`src/rtl/event_enc_pkg.sv`:
```
// Shared sizes and types for the 4-to-2 event encoder.
package event_enc_pkg;
    localparam int N_REQ = 4;
    localparam int IDX_W = 2;

    typedef logic [IDX_W-1:0] idx_t;
    typedef logic [N_REQ-1:0] req_vec_t;
endpackage

```
`src/rtl/prio_enc4to2.sv`:
```
// Lowest-set-bit encoder over a 4-bit vector, with an any-bit-set flag.
// Latency: combinational.
// Backpressure: none; pure function of its input.
module prio_enc4to2
    import event_enc_pkg::*;
(
    input  req_vec_t vec,
    output idx_t     idx,
    output logic     any
);

    always_comb begin
        idx = '0;
        any = |vec;
        // Walk downwards so the lowest set bit is the last one written.
        for (int i = N_REQ - 1; i >= 0; i--) begin
            if (vec[i]) begin
                idx = idx_t'(i);
            end
        end
    end

endmodule

```
`src/rtl/event_encoder4to2.sv`:
```
// Captures event pulses into a pending register, emits one 2-bit index per transfer.
// Latency: 2 edges from req pulse to out_valid; 1 index per cycle sustained.
// Backpressure: out_idx/out_valid held while out_valid & !out_ready; events accumulate in pending.
module event_encoder4to2
    import event_enc_pkg::*;
#(
    parameter bit ROUND_ROBIN = 1'b0
) (
    input  logic     clk,
    input  logic     rst_n,
    input  req_vec_t req,
    output logic     out_valid,
    input  logic     out_ready,
    output idx_t     out_idx,
    output req_vec_t pending,
    output logic     overflow,
    input  logic     ovf_clr
);

    idx_t                   ptr;
    idx_t                   offset;
    idx_t                   enc_idx;
    idx_t                   sel;
    logic                   enc_any;
    logic                   load;
    logic [2*N_REQ-1:0]     pend_dbl;
    req_vec_t               pend_rot;
    req_vec_t               sel_oh;
    req_vec_t               lost;

    // Round-robin searches from ptr+1 by rotating pending down, then undoing the rotation.
    assign offset   = ROUND_ROBIN ? idx_t'(ptr + 1'b1) : '0;
    assign pend_dbl = {pending, pending};
    assign pend_rot = pend_dbl[offset +: N_REQ];

    prio_enc4to2 u_prio (
        .vec (pend_rot),
        .idx (enc_idx),
        .any (enc_any)
    );

    assign sel    = enc_idx + offset;
    assign load   = enc_any & (~out_valid | out_ready);
    assign sel_oh = load ? (req_vec_t'(1) << sel) : '0;
    // A req landing on the bit being loaded this edge is a fresh event, not a loss.
    assign lost   = req & pending & ~sel_oh;

    always_ff @(posedge clk or negedge rst_n) begin
        if (!rst_n) begin
            pending   <= '0;
            out_valid <= 1'b0;
            out_idx   <= '0;
            overflow  <= 1'b0;
            ptr       <= idx_t'(N_REQ - 1);
        end else begin
            pending  <= (pending & ~sel_oh) | req;
            overflow <= (overflow & ~ovf_clr) | (|lost);
            if (load) begin
                out_idx   <= sel;
                out_valid <= 1'b1;
                ptr       <= sel;
            end else if (out_ready) begin
                out_valid <= 1'b0;
            end
        end
    end

endmodule

```
`config.mk`:
```
export PLATFORM = sky130hd
export DESIGN_NAME = event_encoder4to2
export DESIGN_NICKNAME = d
export VERILOG_FILES = /design/src/rtl/event_enc_pkg.sv /design/src/rtl/prio_enc4to2.sv /design/src/rtl/event_encoder4to2.sv
export SDC_FILE = /design/constraint.sdc
export NUM_CORES = 1
export LEC_CHECK = 0
export CAP_MARGIN = 10
export CORE_AREA = 4 4 41 43
export DETAILED_ROUTE_END_ITERATION = 12
export DIE_AREA = 0 0 45 47
export SLEW_MARGIN = 20
export SYNTH_ARGS = -nofsm -noshare
export SYNTH_HDL_FRONTEND = slang
export SYNTH_SLANG_ARGS = --single-unit
```
`constraint.sdc`:
```
create_clock -name clk -period 2.9 [get_ports clk]
set_input_delay 0.58 -clock clk [delete_from_list [all_inputs] [get_ports clk]]
set_output_delay 0.58 -clock clk [all_outputs]
set_load 0.03 [all_outputs]
```
After elaboration in Yosys (flattened, before gate mapping):

Cells that the tools add are included.

* output and inout port bits: 8
* input port bits: 8
* bits in registers: 8

* reductions and logical operators: 3
* shift-type cells: 1
* bitwise operators: 11
* muxes and demuxes: 7

Operator list (number)
* AND 4 bit: 3
* 2-to-1 mux 2 bit: 4
* OR reduction 4 bit: 2
* 2-to-1 mux 4 bit: 1
* NOT 4 bit: 1
* OR 4 bit: 1
* left shift 1 x 2 -> 4 bit (first input constant): 1
* AND 1 bit: 2
* 2-to-1 mux 1 bit: 2
* NOT 1 bit: 2
* OR 1 bit: 2
* nonzero test 2 bit: 1

Logic depth before layout (Yosys ltp):

Gate-level depths: netlist of run 1.

* depth in word-level cells: 10
* gate-level depth with buffers: 5

Cells and area by module:

A second synthesis of run 1 with hierarchy kept.

* cell total of the unflattened synthesis: 43
* area, all modules: 431.7 um^2

By module, submodules not included
* event_encoder4to2: sequential area each 200.2 um^2, area each 396.6 um^2, times used 1, cells an instance 36
* prio_enc4to2: sequential area each 0.0 um^2, area each 35.0 um^2, times used 1, cells an instance 7

Worst setup path before layout of run 1:

OpenSTA, ideal clock, no wires.

* kind: flip-flop to flip-flop
* from: register out_valid
* to: register overflow
* data required time: 2761 ps
* library setup time: 139 ps
* setup slack: 1567 ps
* arrival time: 1194 ps
* clock period less this slack: 1333 ps
* cell stages (with the launch flop): 6
* cells stage by stage: dfrtp_1 -> nor2b_4 -> buf_6 -> nand2b_4 -> a32oi_1 -> o221ai_1

* word-level cells in the longest chain between the ends: 8

Ends and longest elaborated chain
* from (decl): RTL line event_encoder4to2.sv:12 `output logic out_valid,`
* from (signal assigned): RTL line event_encoder4to2.sv:51 `out_valid <= 1'b0;`
* from (signal assigned): RTL line event_encoder4to2.sv:60 `out_valid <= 1'b1;`
* from (signal assigned): RTL line event_encoder4to2.sv:63 `out_valid <= 1'b0;`
* NOT 1 bit: RTL line event_encoder4to2.sv:43 `assign load = enc_any & (~out_valid | out_ready);`
* OR 1 bit: RTL line event_encoder4to2.sv:43
* AND 1 bit: RTL line event_encoder4to2.sv:43
* 2-to-1 mux 4 bit: RTL line event_encoder4to2.sv:44 `assign sel_oh = load ? (req_vec_t'(1) << sel) : '0;`
* NOT 4 bit: RTL line event_encoder4to2.sv:46 `assign lost = req & pending & ~sel_oh;`
* AND 4 bit: RTL line event_encoder4to2.sv:46
* OR reduction 4 bit: RTL line event_encoder4to2.sv:57 `overflow <= (overflow & ~ovf_clr) | (|lost);`
* OR 1 bit: RTL line event_encoder4to2.sv:57
* to (signal assigned): RTL line event_encoder4to2.sv:57
* to (decl): RTL line event_encoder4to2.sv:16 `output logic overflow,`

Every way passes these cells.
A chain may end at the register's enable or synchronous reset.

Worst setup path in the final report of run 1:

* from: register pending[2]
* to: output port pending[2]

RTL lines
* from (decl): RTL line event_encoder4to2.sv:15 `output req_vec_t pending,`
* from (signal assigned): RTL line event_encoder4to2.sv:56 `pending <= (pending & ~sel_oh) | req;`

No word-level cell between the ends.

==> results of run 1 <==
[per-layer routing]
metal	track usage (%)	vias to the layer above	part of all wire (%)
met2	10.7	9	43
met3	2.30	2	6.1
met5	0	-	0
met4	7.02	0	1.2
li1	-	151	-
met1	10.9	143	49
[kinds of logic after synthesis]
family / Yosys count / share of synthesized area, %
compound gates: 9 / 19.2
flops: 8 / 52.1
simple gates: 13 / 22.8
buf+inv: 4 / 5.86
[per-stage QoR]
step | hold WS, ps | setup slack, ps | cells | instance area [µm²] | power (W)
after floorplan | 284 | 1570 | 34 | 384 | 0.000150
after global placement | 486 | 1090 | 63 | 542 | 0.000174
after detailed placement | 484 | 1090 | 63 | 542 | 0.000174
after CTS | 497 | 880 | 66 | 564 | 0.000259
after global routing | 525 | 814 | 66 | 564 | 0.000270
final | 490 | 889 | 66 | 564 | 0.000256
[synthesized netlist by cell type, drive strengths merged, types with 2 or more instances]
master,count
inv,3
a21o,2
o22a,2
nand2b,2
dfrtp,8
a32oi,2
nand2,3
nor2,4
[worst max-delay path by stage]
stage / start / cells after the start / to
4_1_cts: pending[2]$_DFF_PN0_ / 1 / pending[2]
3_5_place_dp: out_ready / 5 / overflow$_DFF_PN0_
3_3_place_gp: out_ready / 5 / overflow$_DFF_PN0_
5_1_grt: pending[2]$_DFF_PN0_ / 1 / pending[2]
2_1_floorplan: out_valid$_DFFE_PN0P_ / 5 / overflow$_DFF_PN0_
6_report: pending[2]$_DFF_PN0_ / 1 / pending[2]
[registers in the layout (all words and copies together) (netlist names)]
register,cells
overflow,1
out_valid,1
out_idx,2
pending,4
[report_power, final]
| part | internal (W) | switching (W) |
|---|---|---|
| registers | 0.000117 | 0.00000566 |
| clock network | 0.0000473 | 0.0000371 |
| logic | 0.0000253 | 0.0000233 |
[area by class of cell]
class	count	area, µm²
clock buffers	3	22.5
fillers	150	737
inverters	3	11.3
multi-input cells	22	161
flip-flops and latches	8	200
well taps	15	18.8
repair buffers	15	150
==> out/qor.txt, run 1 <==
Hold Crit Class: flip-flop to flip-flop
Nature of the critical path endpoint: output pin
CTS Buffer Depth: 2
Syn_nets: 42
CTS buffer count: 3
Largest net degree at the start of global routing: 9
Max stage delay on crit path: 720 ps
DRC violations left: 0
Clk_lat worst skew: 250 ps
Worst Path Required: 2320 ps
Yosys reg bits: 8
Power per cell area: 453 mW/mm²
Post-synth EDFFs: 0
Hold-fix buffers, CTS: 0
Vias in the first global route: 275
Mapped cell area: 384 µm²
Nets: 61
Leakage power: 0.232 nW
Total track usage: 8.19%
Post-DRT Antenna Nets: 0
Yosys top cell area share: 52.1%
Die Area: 0.00212 mm²
Commonest cells after routing, fill and taps aside: clkdlybuf4s50_1, dfrtp_1
Synthesized instance count: 34
Drt first pass iters: 2
Crit start category: flip-flop
# IOs: 16
IO Port Bufs: 15
FFs w/ async S/R, synth: 100%
Setup slack, reg-to-reg: 1770 ps
Reg2Reg Depth: 4
First-pass GRT wire length: 1.17 mm
Critical path peak fanout: 8
Max_cap viols: 0
Die H: 47 µm
Vias per cell: 4.62
Largest delay share family, worst path: buffers and inverters
Initial drt markers: 1
Least-Margin Pin Slew: 361 ps
Fin Setup TNS: 0 ps
DR WL/cell: 11.2 µm
Hold path startpoint: out_idx[1]$_DFFE_PN0P_
Layout cell share with drive strength beyond 1: 19.6%
Clock Skew: 0.767 ps
Ordered list of cells on the worst path: clkdlybuf4s50_1
Hold Crit Depth: 1
Post-synth cell types: 18
H-tree depth: 1
Slew Limit Fails: 0
Hold Path End: out_idx[1]$_DFFE_PN0P_
Yosys warnings: 0
Crit-path slowest cell: clkdlybuf4s50_1
Die X: 45 µm
Most area-consuming cells after synthesis: dfrtp_1, o22a_2, a21o_2
Post-CTS Setup Inserts: 0
Final Critical Period: 2010 ps
Gr ovfl total: 0
Max-slew headroom: 75.9%
Vias: 305
Largest area contributor in the netlist: dfrtp_1
Final setup vio count: 0
PostCTS Resize Cnt: 0
Final HPWL DP: 574 µm
Crit share post-route: 69.4%
# rows: 13
FF-to-FF Start: out_valid$_DFFE_PN0P_
Drt total wl: 736 µm
Max Freq: 497 MHz
Avg Cell Area, Syn: 11.3 µm²
Peak supply drop: 0.201 mV
Sequential area share after synthesis: 52.1%
CTS Root Cell: clkbuf_4
Utilization after layout: 43.4%
P&R area growth vs syn: 46.9%
Antenna violations before repair: 0
Clock sink count: 8
Core ar.: 0.00130 mm²
Final hold vios: 0
WS Path Type: flip-flop to output pin
GPL Wtd Cong: 0.694
Top_reg_cell synth: dfrtp_1
Initial Util: 29.5%
Status: complete, no violations
CP Buf/Inv Count: 1
RSZ-0062 raised after global routing: no
Commonest non-fill, non-tap cell in the layout: clkdlybuf4s50_1
ANT cells: 0
CTS tree: yes
Clock slew at reported path FFs: 50 ps
FF-to-FF End: overflow$_DFF_PN0_
Worst path arrival time: 1430 ps
Power figures use the tool's default switching activity.
==> run 2: changes to the inputs <==
clock period = 1.88 ns   (was 2.9 ns; I/O delays follow)
==> run 2 against run 1 <==
  * Sequential share of layout area stayed put
  * Critical path depth unchanged
  * First-iteration DRC count stayed put
  * Worst setup slack worse by 790 ps
  * Die area is the same
  * Flip-flop and latch count did not move
  * Utilization is the same
  * Combinational power is 54% higher
  * Non-clock buffer count unchanged
  * Power rose by 53%
==> out/qor.txt, run 2 (synthesized netlist as in run 1, its figures left out) <==
Max_cap viols: 0
Total chip power: 0.000390 W
Final hold vios: 0
# rows: 13
Least-Margin Pin Slew: 358 ps
Register area: 200 µm²
Worst Path Required: 1500 ps
DRC violations left: 0
Most flop-heavy register: pending
Die X: 45 µm
Commonest non-fill, non-tap cell in the layout: clkdlybuf4s50_1
Nature of the critical path endpoint: output pin
Finished Layout Cells: 66
Gr ovfl total: 0
Status: complete, no violations
Antenna violations before repair: 0
CTS Buffer Depth: 2
ANT cells: 0
P&R area growth vs syn: 46.9%
Multi-input gate area: 161 µm²
Leakage power: 0.232 nW
Crit start category: flip-flop
Fill count: 138
Clock sink count: 8
Ordered list of cells on the worst path: clkdlybuf4s50_1
DR WL/cell: 10.6 µm
Clk_lat worst skew: 240 ps
CTS tree: yes
Post-DRT Antenna Nets: 0
Placed Cells: 63
Vias in the first global route: 267
Largest net degree at the start of global routing: 9
Peak supply drop: 0.351 mV
Clock slew at reported path FFs: 60 ps
GPL Wtd Cong: 0.645
# IOs: 16
Final setup vio count: 0
Max-slew headroom: 76.1%
Worst path arrival time: 1410 ps
Clock Skew: 4.87 ps
Critical path peak fanout: 8
Max reg flops: 4
Vias: 307
CTS buffer count: 3
Initial drt markers: 1
Hold-fix buffers, CTS: 0
Drt first pass iters: 2
First-pass GRT wire length: 1.07 mm
Final Critical Period: 1790 ps
Post-CTS Setup Inserts: 0
RSZ-0062 raised after global routing: no
Commonest cells after routing, fill and taps aside: clkdlybuf4s50_1, dfrtp_1
Layout cell share with drive strength beyond 1: 19.6%
Nets: 61
Largest registers: pending: 4 flops, out_idx: 2 flops
Core ar.: 0.00130 mm²
Power per cell area: 691 mW/mm²
Hold slack final: 405 ps
Vias per cell: 4.65
Crit share post-route: 95.0%
Max stage delay on crit path: 720 ps
PostCTS Resize Cnt: 0
Hold Crit Class: primary input to asynchronous set/reset pin
Slew Limit Fails: 0
Largest delay share family, worst path: buffers and inverters
CTS Root Cell: clkbuf_4
Max Freq: 560 MHz
Total track usage: 7.57%
Setup slack, reg-to-reg: 740 ps
Initial Util: 29.5%
IO Port Bufs: 15
Drt total wl: 697 µm
Fin Setup TNS: 0 ps
WS Path Type: flip-flop to output pin
Die H: 47 µm
Utilization after layout: 43.4%
Crit-path slowest cell: clkdlybuf4s50_1
Final HPWL DP: 576 µm
CP Buf/Inv Count: 1
Die Area: 0.00212 mm²
H-tree depth: 1
==> run 2: cell counts in the layout (fill, tap and decap cells not counted) <==
No cell type changed its count.
==> run 2: area by class of cell <==
type	count	area share (%)
Multi-Input combinational cell	22	28.6
Timing Repair Buffer	15	26.6
Clock buffer	3	3.99
Tap cell	15	3.33
Sequential cell	8	35.5
Inverter	3	2.00
==> run 2: through the flow <==
step,setup WS [ps],cell area (µm²)
floorplan,547,384
global placement,270,542
detailed placement,276,542
CTS,81.4,564
global route,40.8,564
finish,94.0,564
==> run 2: power breakdown <==
part           internal, W  leakage (nW)  switching (W)  total [W]
clock network    0.0000727        0.0138      0.0000532   0.000126
registers         0.000181        0.0814     0.00000847   0.000189
logic            0.0000390         0.137      0.0000359  0.0000750
total             0.000293         0.232      0.0000976   0.000390
==> run 2: final timing paths <==
kind,startpoint,end,cells past startpoint
max,pending[2]$_DFF_PN0_,pending[2],1
min,rst_n,pending[0]$_DFF_PN0_,1
max reg2reg,pending[1]$_DFF_PN0_,overflow$_DFF_PN0_,4
min reg2reg,out_idx[1]$_DFFE_PN0P_,out_idx[1]$_DFFE_PN0P_,1
max in group asynchronous,rst_n,pending[3]$_DFF_PN0_,1
min in group clk,out_idx[1]$_DFFE_PN0P_,out_idx[1]$_DFFE_PN0P_,1
==> run 2: layer usage <==
| metal | up-vias | global-route usage, % | part of all wire (%) |
|---|---|---|---|
| met5 | - | 0 | 0 |
| met4 | 0 | 7.02 | 2.2 |
| met1 | 143 | 8.86 | 46 |
| met2 | 9 | 11.0 | 45 |
| met3 | 2 | 2.30 | 6.6 |
| li1 | 153 | - | - |
